===== src/rtl/wb_unit_if.sv =====
// wb_unit port bundle: execute/load results, issue, decode checks, RF write ports.
// Optional forwarding outputs exist only when WB_FWD_EN is defined.
interface wb_unit_if;
  logic        exe_valid;
  logic [5:0]  exe_dst;
  logic [31:0] exe_data;
  logic        exe_byte;
  logic        mem_valid;
  logic        mem_ready;
  logic [5:0]  mem_dst;
  logic [31:0] mem_data;
  logic        mem_byte;
  logic        iss_valid;
  logic [5:0]  iss_dst;
  logic [5:0]  chk_reg1;
  logic [5:0]  chk_reg2;
  logic        busy1;
  logic        busy2;
  logic        gpr_w_en;
  logic [4:0]  gpr_wreg;
  logic [31:0] gpr_wdata;
  logic        gpr_w_byte;
  logic        fpr_w_en;
  logic [4:0]  fpr_wreg;
  logic [31:0] fpr_wdata;
  logic        fpr_w_byte;
`ifdef WB_FWD_EN
  logic        fwd_hit1;
  logic        fwd_hit2;
  logic [31:0] fwd_data1;
  logic [31:0] fwd_data2;
`endif

  modport slave (
`ifdef WB_FWD_EN
    output fwd_hit1, fwd_hit2, fwd_data1, fwd_data2,
`endif
    input  exe_valid, exe_dst, exe_data, exe_byte,
    input  mem_valid, mem_dst, mem_data, mem_byte,
    output mem_ready,
    input  iss_valid, iss_dst, chk_reg1, chk_reg2,
    output busy1, busy2,
    output gpr_w_en, gpr_wreg, gpr_wdata, gpr_w_byte,
    output fpr_w_en, fpr_wreg, fpr_wdata, fpr_w_byte
  );

  modport master (
`ifdef WB_FWD_EN
    input  fwd_hit1, fwd_hit2, fwd_data1, fwd_data2,
`endif
    output exe_valid, exe_dst, exe_data, exe_byte,
    output mem_valid, mem_dst, mem_data, mem_byte,
    input  mem_ready,
    output iss_valid, iss_dst, chk_reg1, chk_reg2,
    input  busy1, busy2,
    input  gpr_w_en, gpr_wreg, gpr_wdata, gpr_w_byte,
    input  fpr_w_en, fpr_wreg, fpr_wdata, fpr_w_byte
  );
endinterface


===== src/rtl/wb_unit.sv =====
// Writeback stage: per-file write-port arbitration, in-order load buffer,
// pending-load scoreboard. Define WB_FWD_EN to add write-port forwarding.
module wb_unit #(
  parameter int FIFO_DEPTH = 2
) (
  input  logic     clk,
  input  logic     rst,
  wb_unit_if.slave bus
);
  localparam int AW = $clog2(FIFO_DEPTH);
  localparam logic [AW:0] FULL_CNT = (AW+1)'(FIFO_DEPTH);

  typedef struct packed {
    logic [5:0]  dst;
    logic [31:0] data;
    logic        bt;
  } ent_t;

  ent_t          fifo_q [FIFO_DEPTH];
  ent_t          fifo_d [FIFO_DEPTH];
  logic [AW-1:0] rptr_q, rptr_d;
  logic [AW-1:0] wptr_q, wptr_d;
  logic [AW:0]   cnt_q, cnt_d;
  logic [63:0]   pend_q, pend_d;

  logic        gpr_w_en_q, gpr_w_en_d;
  logic [4:0]  gpr_wreg_q, gpr_wreg_d;
  logic [31:0] gpr_wdata_q, gpr_wdata_d;
  logic        gpr_w_byte_q, gpr_w_byte_d;
  logic        fpr_w_en_q, fpr_w_en_d;
  logic [4:0]  fpr_wreg_q, fpr_wreg_d;
  logic [31:0] fpr_wdata_q, fpr_wdata_d;
  logic        fpr_w_byte_q, fpr_w_byte_d;

  logic empty, full, exe_g, exe_f;
  logic deq, ready, acc, direct, enq, ld_go;
  logic gpr_sel, fpr_sel;
  ent_t head, mem_ent, ld;

  // Execute owns its file's port; head or a bypassing load takes the rest
  always_comb begin
    mem_ent = '{dst: bus.mem_dst, data: bus.mem_data, bt: bus.mem_byte};
    head    = fifo_q[rptr_q];
    empty   = (cnt_q == '0);
    full    = (cnt_q == FULL_CNT);
    exe_g   = bus.exe_valid & ~bus.exe_dst[5];
    exe_f   = bus.exe_valid & bus.exe_dst[5];
    deq     = ~empty & (head.dst[5] ? ~exe_f : ~exe_g);
    ready   = ~full | deq;
    acc     = bus.mem_valid & ready;
    direct  = acc & empty & (bus.mem_dst[5] ? ~exe_f : ~exe_g);
    enq     = acc & ~direct;
    ld_go   = deq | direct;
    ld      = deq ? head : mem_ent;
  end

  // Next values of both registered write ports; GPR 0 writes are dropped
  always_comb begin
    gpr_sel      = 1'b0;
    gpr_wreg_d   = gpr_wreg_q;
    gpr_wdata_d  = gpr_wdata_q;
    gpr_w_byte_d = gpr_w_byte_q;
    fpr_sel      = 1'b0;
    fpr_wreg_d   = fpr_wreg_q;
    fpr_wdata_d  = fpr_wdata_q;
    fpr_w_byte_d = fpr_w_byte_q;
    if (exe_g) begin
      gpr_sel      = 1'b1;
      gpr_wreg_d   = bus.exe_dst[4:0];
      gpr_wdata_d  = bus.exe_data;
      gpr_w_byte_d = bus.exe_byte;
    end else if (ld_go && !ld.dst[5]) begin
      gpr_sel      = 1'b1;
      gpr_wreg_d   = ld.dst[4:0];
      gpr_wdata_d  = ld.data;
      gpr_w_byte_d = ld.bt;
    end
    if (exe_f) begin
      fpr_sel      = 1'b1;
      fpr_wreg_d   = bus.exe_dst[4:0];
      fpr_wdata_d  = bus.exe_data;
      fpr_w_byte_d = bus.exe_byte;
    end else if (ld_go && ld.dst[5]) begin
      fpr_sel      = 1'b1;
      fpr_wreg_d   = ld.dst[4:0];
      fpr_wdata_d  = ld.data;
      fpr_w_byte_d = ld.bt;
    end
    gpr_w_en_d = gpr_sel & (gpr_wreg_d != 5'd0);
    fpr_w_en_d = fpr_sel;
  end

  // Load buffer bookkeeping and scoreboard update (issue beats clear)
  always_comb begin
    fifo_d = fifo_q;
    if (enq) fifo_d[wptr_q] = mem_ent;
    wptr_d = wptr_q + AW'(enq);
    rptr_d = rptr_q + AW'(deq);
    cnt_d  = cnt_q + (AW+1)'(enq) - (AW+1)'(deq);
    pend_d = pend_q;
    if (ld_go) pend_d[ld.dst] = 1'b0;
    if (bus.iss_valid && bus.iss_dst != 6'd0)
      pend_d[bus.iss_dst] = 1'b1;
  end

  // Control state with synchronous reset
  always_ff @(posedge clk) begin
    if (rst) begin
      rptr_q       <= '0;
      wptr_q       <= '0;
      cnt_q        <= '0;
      pend_q       <= '0;
      gpr_w_en_q   <= 1'b0;
      gpr_wreg_q   <= '0;
      gpr_wdata_q  <= '0;
      gpr_w_byte_q <= 1'b0;
      fpr_w_en_q   <= 1'b0;
      fpr_wreg_q   <= '0;
      fpr_wdata_q  <= '0;
      fpr_w_byte_q <= 1'b0;
    end else begin
      rptr_q       <= rptr_d;
      wptr_q       <= wptr_d;
      cnt_q        <= cnt_d;
      pend_q       <= pend_d;
      gpr_w_en_q   <= gpr_w_en_d;
      gpr_wreg_q   <= gpr_wreg_d;
      gpr_wdata_q  <= gpr_wdata_d;
      gpr_w_byte_q <= gpr_w_byte_d;
      fpr_w_en_q   <= fpr_w_en_d;
      fpr_wreg_q   <= fpr_wreg_d;
      fpr_wdata_q  <= fpr_wdata_d;
      fpr_w_byte_q <= fpr_w_byte_d;
    end
  end

  // Buffer storage; occupancy is tracked by the counter, so no reset
  always_ff @(posedge clk) begin
    fifo_q <= fifo_d;
  end

  assign bus.mem_ready  = rst | ready;
  assign bus.busy1      = ~rst & pend_q[bus.chk_reg1];
  assign bus.busy2      = ~rst & pend_q[bus.chk_reg2];
  assign bus.gpr_w_en   = gpr_w_en_q;
  assign bus.gpr_wreg   = gpr_wreg_q;
  assign bus.gpr_wdata  = gpr_wdata_q;
  assign bus.gpr_w_byte = gpr_w_byte_q;
  assign bus.fpr_w_en   = fpr_w_en_q;
  assign bus.fpr_wreg   = fpr_wreg_q;
  assign bus.fpr_wdata  = fpr_wdata_q;
  assign bus.fpr_w_byte = fpr_w_byte_q;

`ifdef WB_FWD_EN
  logic g_hit1, g_hit2, f_hit1, f_hit2;

  // Full-word writes on either port forward to matching decode sources
  always_comb begin
    g_hit1 = gpr_w_en_q & ~gpr_w_byte_q & (bus.chk_reg1 == {1'b0, gpr_wreg_q});
    g_hit2 = gpr_w_en_q & ~gpr_w_byte_q & (bus.chk_reg2 == {1'b0, gpr_wreg_q});
    f_hit1 = fpr_w_en_q & ~fpr_w_byte_q & (bus.chk_reg1 == {1'b1, fpr_wreg_q});
    f_hit2 = fpr_w_en_q & ~fpr_w_byte_q & (bus.chk_reg2 == {1'b1, fpr_wreg_q});
  end

  assign bus.fwd_hit1  = g_hit1 | f_hit1;
  assign bus.fwd_hit2  = g_hit2 | f_hit2;
  assign bus.fwd_data1 = g_hit1 ? gpr_wdata_q : f_hit1 ? fpr_wdata_q : '0;
  assign bus.fwd_data2 = g_hit2 ? gpr_wdata_q : f_hit2 ? fpr_wdata_q : '0;
`endif
endmodule

===== src/flat_wrapper.sv =====
// flat-port wrapper written by rule: the top's interface ports become plain ports
module wb_unit_flat 
#(
  parameter int FIFO_DEPTH = 2
)
  (clk, rst, bus_exe_valid, bus_exe_dst, bus_exe_data, bus_exe_byte, bus_mem_valid, bus_mem_dst, bus_mem_data, bus_mem_byte, bus_mem_ready, bus_iss_valid, bus_iss_dst, bus_chk_reg1, bus_chk_reg2, bus_busy1, bus_busy2, bus_gpr_w_en, bus_gpr_wreg, bus_gpr_wdata, bus_gpr_w_byte, bus_fpr_w_en, bus_fpr_wreg, bus_fpr_wdata, bus_fpr_w_byte);
  wb_unit_if bus_i ();
  input  logic clk;
  input  logic rst;
  input wire logic [$bits(bus_i.exe_valid)-1:0] bus_exe_valid;
  input wire logic [$bits(bus_i.exe_dst)-1:0] bus_exe_dst;
  input wire logic [$bits(bus_i.exe_data)-1:0] bus_exe_data;
  input wire logic [$bits(bus_i.exe_byte)-1:0] bus_exe_byte;
  input wire logic [$bits(bus_i.mem_valid)-1:0] bus_mem_valid;
  input wire logic [$bits(bus_i.mem_dst)-1:0] bus_mem_dst;
  input wire logic [$bits(bus_i.mem_data)-1:0] bus_mem_data;
  input wire logic [$bits(bus_i.mem_byte)-1:0] bus_mem_byte;
  output wire logic [$bits(bus_i.mem_ready)-1:0] bus_mem_ready;
  input wire logic [$bits(bus_i.iss_valid)-1:0] bus_iss_valid;
  input wire logic [$bits(bus_i.iss_dst)-1:0] bus_iss_dst;
  input wire logic [$bits(bus_i.chk_reg1)-1:0] bus_chk_reg1;
  input wire logic [$bits(bus_i.chk_reg2)-1:0] bus_chk_reg2;
  output wire logic [$bits(bus_i.busy1)-1:0] bus_busy1;
  output wire logic [$bits(bus_i.busy2)-1:0] bus_busy2;
  output wire logic [$bits(bus_i.gpr_w_en)-1:0] bus_gpr_w_en;
  output wire logic [$bits(bus_i.gpr_wreg)-1:0] bus_gpr_wreg;
  output wire logic [$bits(bus_i.gpr_wdata)-1:0] bus_gpr_wdata;
  output wire logic [$bits(bus_i.gpr_w_byte)-1:0] bus_gpr_w_byte;
  output wire logic [$bits(bus_i.fpr_w_en)-1:0] bus_fpr_w_en;
  output wire logic [$bits(bus_i.fpr_wreg)-1:0] bus_fpr_wreg;
  output wire logic [$bits(bus_i.fpr_wdata)-1:0] bus_fpr_wdata;
  output wire logic [$bits(bus_i.fpr_w_byte)-1:0] bus_fpr_w_byte;
  assign bus_i.exe_valid = bus_exe_valid;
  assign bus_i.exe_dst = bus_exe_dst;
  assign bus_i.exe_data = bus_exe_data;
  assign bus_i.exe_byte = bus_exe_byte;
  assign bus_i.mem_valid = bus_mem_valid;
  assign bus_i.mem_dst = bus_mem_dst;
  assign bus_i.mem_data = bus_mem_data;
  assign bus_i.mem_byte = bus_mem_byte;
  assign bus_mem_ready = bus_i.mem_ready;
  assign bus_i.iss_valid = bus_iss_valid;
  assign bus_i.iss_dst = bus_iss_dst;
  assign bus_i.chk_reg1 = bus_chk_reg1;
  assign bus_i.chk_reg2 = bus_chk_reg2;
  assign bus_busy1 = bus_i.busy1;
  assign bus_busy2 = bus_i.busy2;
  assign bus_gpr_w_en = bus_i.gpr_w_en;
  assign bus_gpr_wreg = bus_i.gpr_wreg;
  assign bus_gpr_wdata = bus_i.gpr_wdata;
  assign bus_gpr_w_byte = bus_i.gpr_w_byte;
  assign bus_fpr_w_en = bus_i.fpr_w_en;
  assign bus_fpr_wreg = bus_i.fpr_wreg;
  assign bus_fpr_wdata = bus_i.fpr_wdata;
  assign bus_fpr_w_byte = bus_i.fpr_w_byte;
  wb_unit #(.FIFO_DEPTH(FIFO_DEPTH)) u_core (.clk(clk), .rst(rst), .bus(bus_i));
endmodule

===== config.mk =====
export PLATFORM = sky130hd
export DESIGN_NAME = wb_unit_flat
export DESIGN_NICKNAME = d
export VERILOG_FILES = /design/src/rtl/wb_unit_if.sv /design/src/rtl/wb_unit.sv /design/src/flat_wrapper.sv
export SDC_FILE = /design/constraint.sdc
export NUM_CORES = 1
export LEC_CHECK = 0
export ABC_AREA = 1
export BUFFER_PORTS_ARGS = -buffer_cell sky130_fd_sc_hd__clkbuf_2
export CORE_ASPECT_RATIO = 1.5
export CORE_MARGIN = 2
export CORE_UTILIZATION = 57
export CTS_CLUSTER_SIZE = 10
export DETAILED_ROUTE_END_ITERATION = 8
export GPL_ROUTABILITY_DRIVEN = 0
export GPL_TIMING_DRIVEN = 0
export PLACE_DENSITY_LB_ADDON = 0.2
export SLEW_MARGIN = 0
export SYNTH_ARGS = -nofsm -noshare
export SYNTH_HDL_FRONTEND = slang
export SYNTH_SLANG_ARGS = --single-unit

===== constraint.sdc =====
create_clock -name clk -period 4.1 [get_ports clk]
set_clock_uncertainty 0.05 [all_clocks]
set_input_delay 0.82 -clock clk [delete_from_list [all_inputs] [get_ports clk]]
set_output_delay 0.82 -clock clk [all_outputs]
set_load 0.02 [all_outputs]

==> results by group <==
Status
  • Run status: complete, but fails checks
  • Violated checks: capacitance limit

Timing
  • Crit share post-route: ~94%
  • Worst Tran Pin Value: 1.461 ns
  • Aggregate negative setup slack: 0 ns
  • Total setup violations reported at the end of the flow: 0
  • Worst hold slack across all endpoints: 0.4136 ns
  • Min Clock Period, post-route: 3.870 ns
  • Final max-slew violation count: 0
  • Number of hold violations in the final report: 0
  • RSZ-0062 raised after global routing: no
  • Timing-limited maximum frequency: ~0.26 GHz
  • Worst relative slew slack: under 10%

Hold path
  • Hold Crit Class: reg -> reg
  • Launch point of the worst hold path: u_core.bus.fpr_wdata[26]

Power
  • Leak Pwr: 5.075 nW
  • Worst IR drop on VDD: 0.4734 mV
  • Pwr per Cell Area: about 600 nW/um2

Final layout
  • Final Cell Area: 12680 um2
  • Commonest non-fill, non-tap cell in the layout: sky130_fd_sc_hd__nand2_1
  • Highest-count cells in the layout ignoring fill and taps: 306 x sky130_fd_sc_hd__nand2_1, 176 x sky130_fd_sc_hd__clkbuf_2, 151 x sky130_fd_sc_hd__a21oi_1
  • Number of cells in the finished layout apart from fillers: roughly 1800
  • Fill cells: between 1500 and 2000
  • Fraction of final layout cells sized beyond drive strength 1: approximately 16%
  • Number of nets in the layout: 1661
  • Layout-stage area growth over the synthesis result: 18.83%
  • Post-layout utilization of the core: about two thirds
  • Number of antenna cells inserted: 0

Floorplanning
  • Die height: between 150 and 200 um
  • Starting density of the core: 57.78%
  • Area of the core: 18470 um2
  • Top-Level Pins: around 180
  • Cell Rows: between 60 and 70
  • Die boundary width: roughly 120 um
  • Die outline area: 19860 um2

CTS
  • # clock sinks: around 220
  • Clock tree from TritonCTS: yes
  • Hold bufs inserted after CTS: 0
  • H-tree lvl count: 1
  • Reg clk slew, reported paths: about 0.06 ns
  • Clock buffer count from CTS: 26
  • Clk Latency, worst-skew pair: between 0.5 and 0.6 ns
  • Cell at the root of the clock tree: sky130_fd_sc_hd__clkbuf_16
  • Maximum clock path buffer count: 3

Placement
  • Area after DPL: 11910 um2
  • HPWL after detailed placement: ~27 mm
  • Port buffer count: 175
  • Count of placed standard cells including taps: about 1800

GRT
  • Pin count of the biggest net entering global routing: 36
  • Wire length of the first global-routing pass: ~57 mm
  • Number of global-route vias before repair: ~11000
  • GRT overflow: 0
  • Global Route Usage Sum: a little under two fifths
  • Antenna violations before repair: 0

Run
  • Reported max-cap violation count: 1

Yosys
  • Count of unique library cells instantiated by Yosys: 38
  • Sequential-to-total area share from yosys stat: between 40% and 50%
  • Top cell type's share of synthesized area: approximately 27%
  • Synthesized instance count: 1351
  • Number of nets produced by synthesis: roughly 1500
  • Warnings from Yosys: 0
  • Post-synthesis cell type with the largest combined area: sky130_fd_sc_hd__dfxtp_1
  • Synthesized area per cell: between 7 and 8 um2
  • Main flop type after synthesis: sky130_fd_sc_hd__dfxtp_1
  • Leading post-synthesis cells by cell area: sky130_fd_sc_hd__dfxtp_1 27%, sky130_fd_sc_hd__edfxtp_1 22%, sky130_fd_sc_hd__nand2_1 11%
  • Area of the mapped netlist: 10670 um2
  • Proportion of register bits with asynchronous set or reset after synthesis: 0%
  • Number of flops mapped to enable cells by yosys: 78
  • Total of flip-flops plus latches after synthesis: ~220

Setup path
  • Data arrival time at the worst-slack endpoint: around 3 ns
  • Worst setup EP type: primary output
  • Critical path data required time: between 3 and 4 ns
  • Critical path start-end classification: in -> out
  • Setup crit start kind: primary input
  • Critical register-to-register path startpoint: u_core.rptr_q
  • CP Launch Point: bus_exe_valid
  • Worst Path Max Fanout: 10

Drt
  • WL final: 37.04 mm
  • DR vias/cell: a little over 6
  • Total via count after detailed routing: approximately 11000
  • Routed wirelength normalized by instance count: 20.32 um
  • Remaining number of nets flagged by the antenna check after routing: 0
  • Detailed Route Iter0 Violations: about 1400
  • Final routed DRC violation total: 0
  • First-pass iteration count of the detailed router: 7
## through the flow
step	setup slack (ns)	total power [W]
finish	0.2301	0.007759
global route	0.07760	0.008095
CTS	0.2415	0.007693
detailed placement	0.2613	0.005593
global placement	-0.2740	0.005527
floorplan	0.7355	0.004652
## worst max-delay path, stage by stage
cell and delay, ns:
sky130_fd_sc_hd__clkbuf_2 0.09, sky130_fd_sc_hd__inv_1 0.06, sky130_fd_sc_hd__nor2_4 0.28, sky130_fd_sc_hd__nand3_2 0.20, sky130_fd_sc_hd__nand3_4 0.18, sky130_fd_sc_hd__buf_6 0.18, sky130_fd_sc_hd__buf_2 0.26, sky130_fd_sc_hd__buf_2 0.29
sky130_fd_sc_hd__nand3_1 0.17, sky130_fd_sc_hd__or2_2 0.31, sky130_fd_sc_hd__clkbuf_2 0.16
## Yosys cell counts (2+ instances only)
master / count
sky130_fd_sc_hd__o21bai_1: 12
sky130_fd_sc_hd__nand4_1: 9
sky130_fd_sc_hd__a211oi_1: 2
sky130_fd_sc_hd__dfxtp_1: 146
sky130_fd_sc_hd__o21ai_0: 112
sky130_fd_sc_hd__nand2_1: 306
sky130_fd_sc_hd__nor2_1: 147
sky130_fd_sc_hd__clkbuf_1: 64
sky130_fd_sc_hd__o22ai_1: 3
sky130_fd_sc_hd__nor3b_1: 2
sky130_fd_sc_hd__edfxtp_1: 78
sky130_fd_sc_hd__nand3b_1: 3
sky130_fd_sc_hd__o31ai_1: 33
sky130_fd_sc_hd__nand3_1: 46
sky130_fd_sc_hd__ha_1: 4
sky130_fd_sc_hd__a21oi_1: 151
sky130_fd_sc_hd__o21ai_1: 6
sky130_fd_sc_hd__buf_2: 18
sky130_fd_sc_hd__or2_2: 2
sky130_fd_sc_hd__inv_1: 80
sky130_fd_sc_hd__inv_2: 7
sky130_fd_sc_hd__buf_6: 2
sky130_fd_sc_hd__o211ai_1: 71
sky130_fd_sc_hd__nor3_1: 8
sky130_fd_sc_hd__nand2_2: 3
sky130_fd_sc_hd__o221ai_1: 23
sky130_fd_sc_hd__nand3_2: 2
## timing repair
item,4_1_cts,5_1_grt
endpoints found under the setup margin,0,1
resized for setup,0,3
setup buffers,0,0
hold endpoints to repair,0,0
## kinds of logic after synthesis
kind of cell             Yosys count  share of synthesized area (%)
flip-flops                       224                          49.33
adder cells (fa/ha/maj)            4                         0.4690
buffers and inverters            173                          6.471
AND/OR/NAND/NOR                  532                          20.21
XOR/XNOR                           1                        0.08208
AO/OA/AOI/OAI                    417                          23.44
## cell type report
type | instances | area, um2 | area share (%)
buffer | 85 | 361.6 | 2.851
timing repair buffer | 177 | 915.9 | 7.222
clock buffer | 42 | 732.0 | 5.771
clock inverter | 1 | 30.03 | 0.2368
tap | 252 | 315.3 | 2.486
multi-input combinational | 954 | 4732 | 37.31
sequential | 224 | 5265 | 41.52
inverter | 88 | 330.3 | 2.605
## flip-flops by register name (all words and copies together), names as in the netlist
name and count:
u_core.bus.gpr_wdata 32, u_core.rptr_q 1, u_core.bus.fpr_w_byte 1, u_core.bus.gpr_w_byte 1
u_core.wptr_q 1, u_core.fifo_q 78, u_core.cnt_q 2, u_core.bus.fpr_wdata 32
u_core.bus.gpr_wreg 5, u_core.bus.fpr_wreg 5, u_core.bus.fpr_w_en 1, u_core.bus.gpr_w_en 1
u_core.pend_q 64
## routing by layer
metal / track usage [%] / up-vias / share of wire, %
met5: 0 / - / 0
met4: 25.93 / 0 / 8.0
li1: - / 5079 / -
met2: 63.74 / 801 / 49
met3: 8.457 / 234 / 10
met1: 39.70 / 5154 / 33
## power breakdown
part | internal [W] | switching, W
Sequential | 0.00268 | 0.000183
Clock | 0.00127 | 0.000858
Combinational | 0.000803 | 0.00197
Total | 0.00475 | 0.00301
## path summary, 6_finish.rpt
check,end,slack (ns),depth (start not counted)
setup reg to reg,u_core.fifo_q[54],1.10,12
hold reg to reg,u_core.bus.fpr_wdata[26],0.41,2
setup / recovery,bus_mem_ready,0.23,11
hold / removal,u_core.bus.fpr_wdata[26],0.41,2
Power figures use the tool's default switching activity.
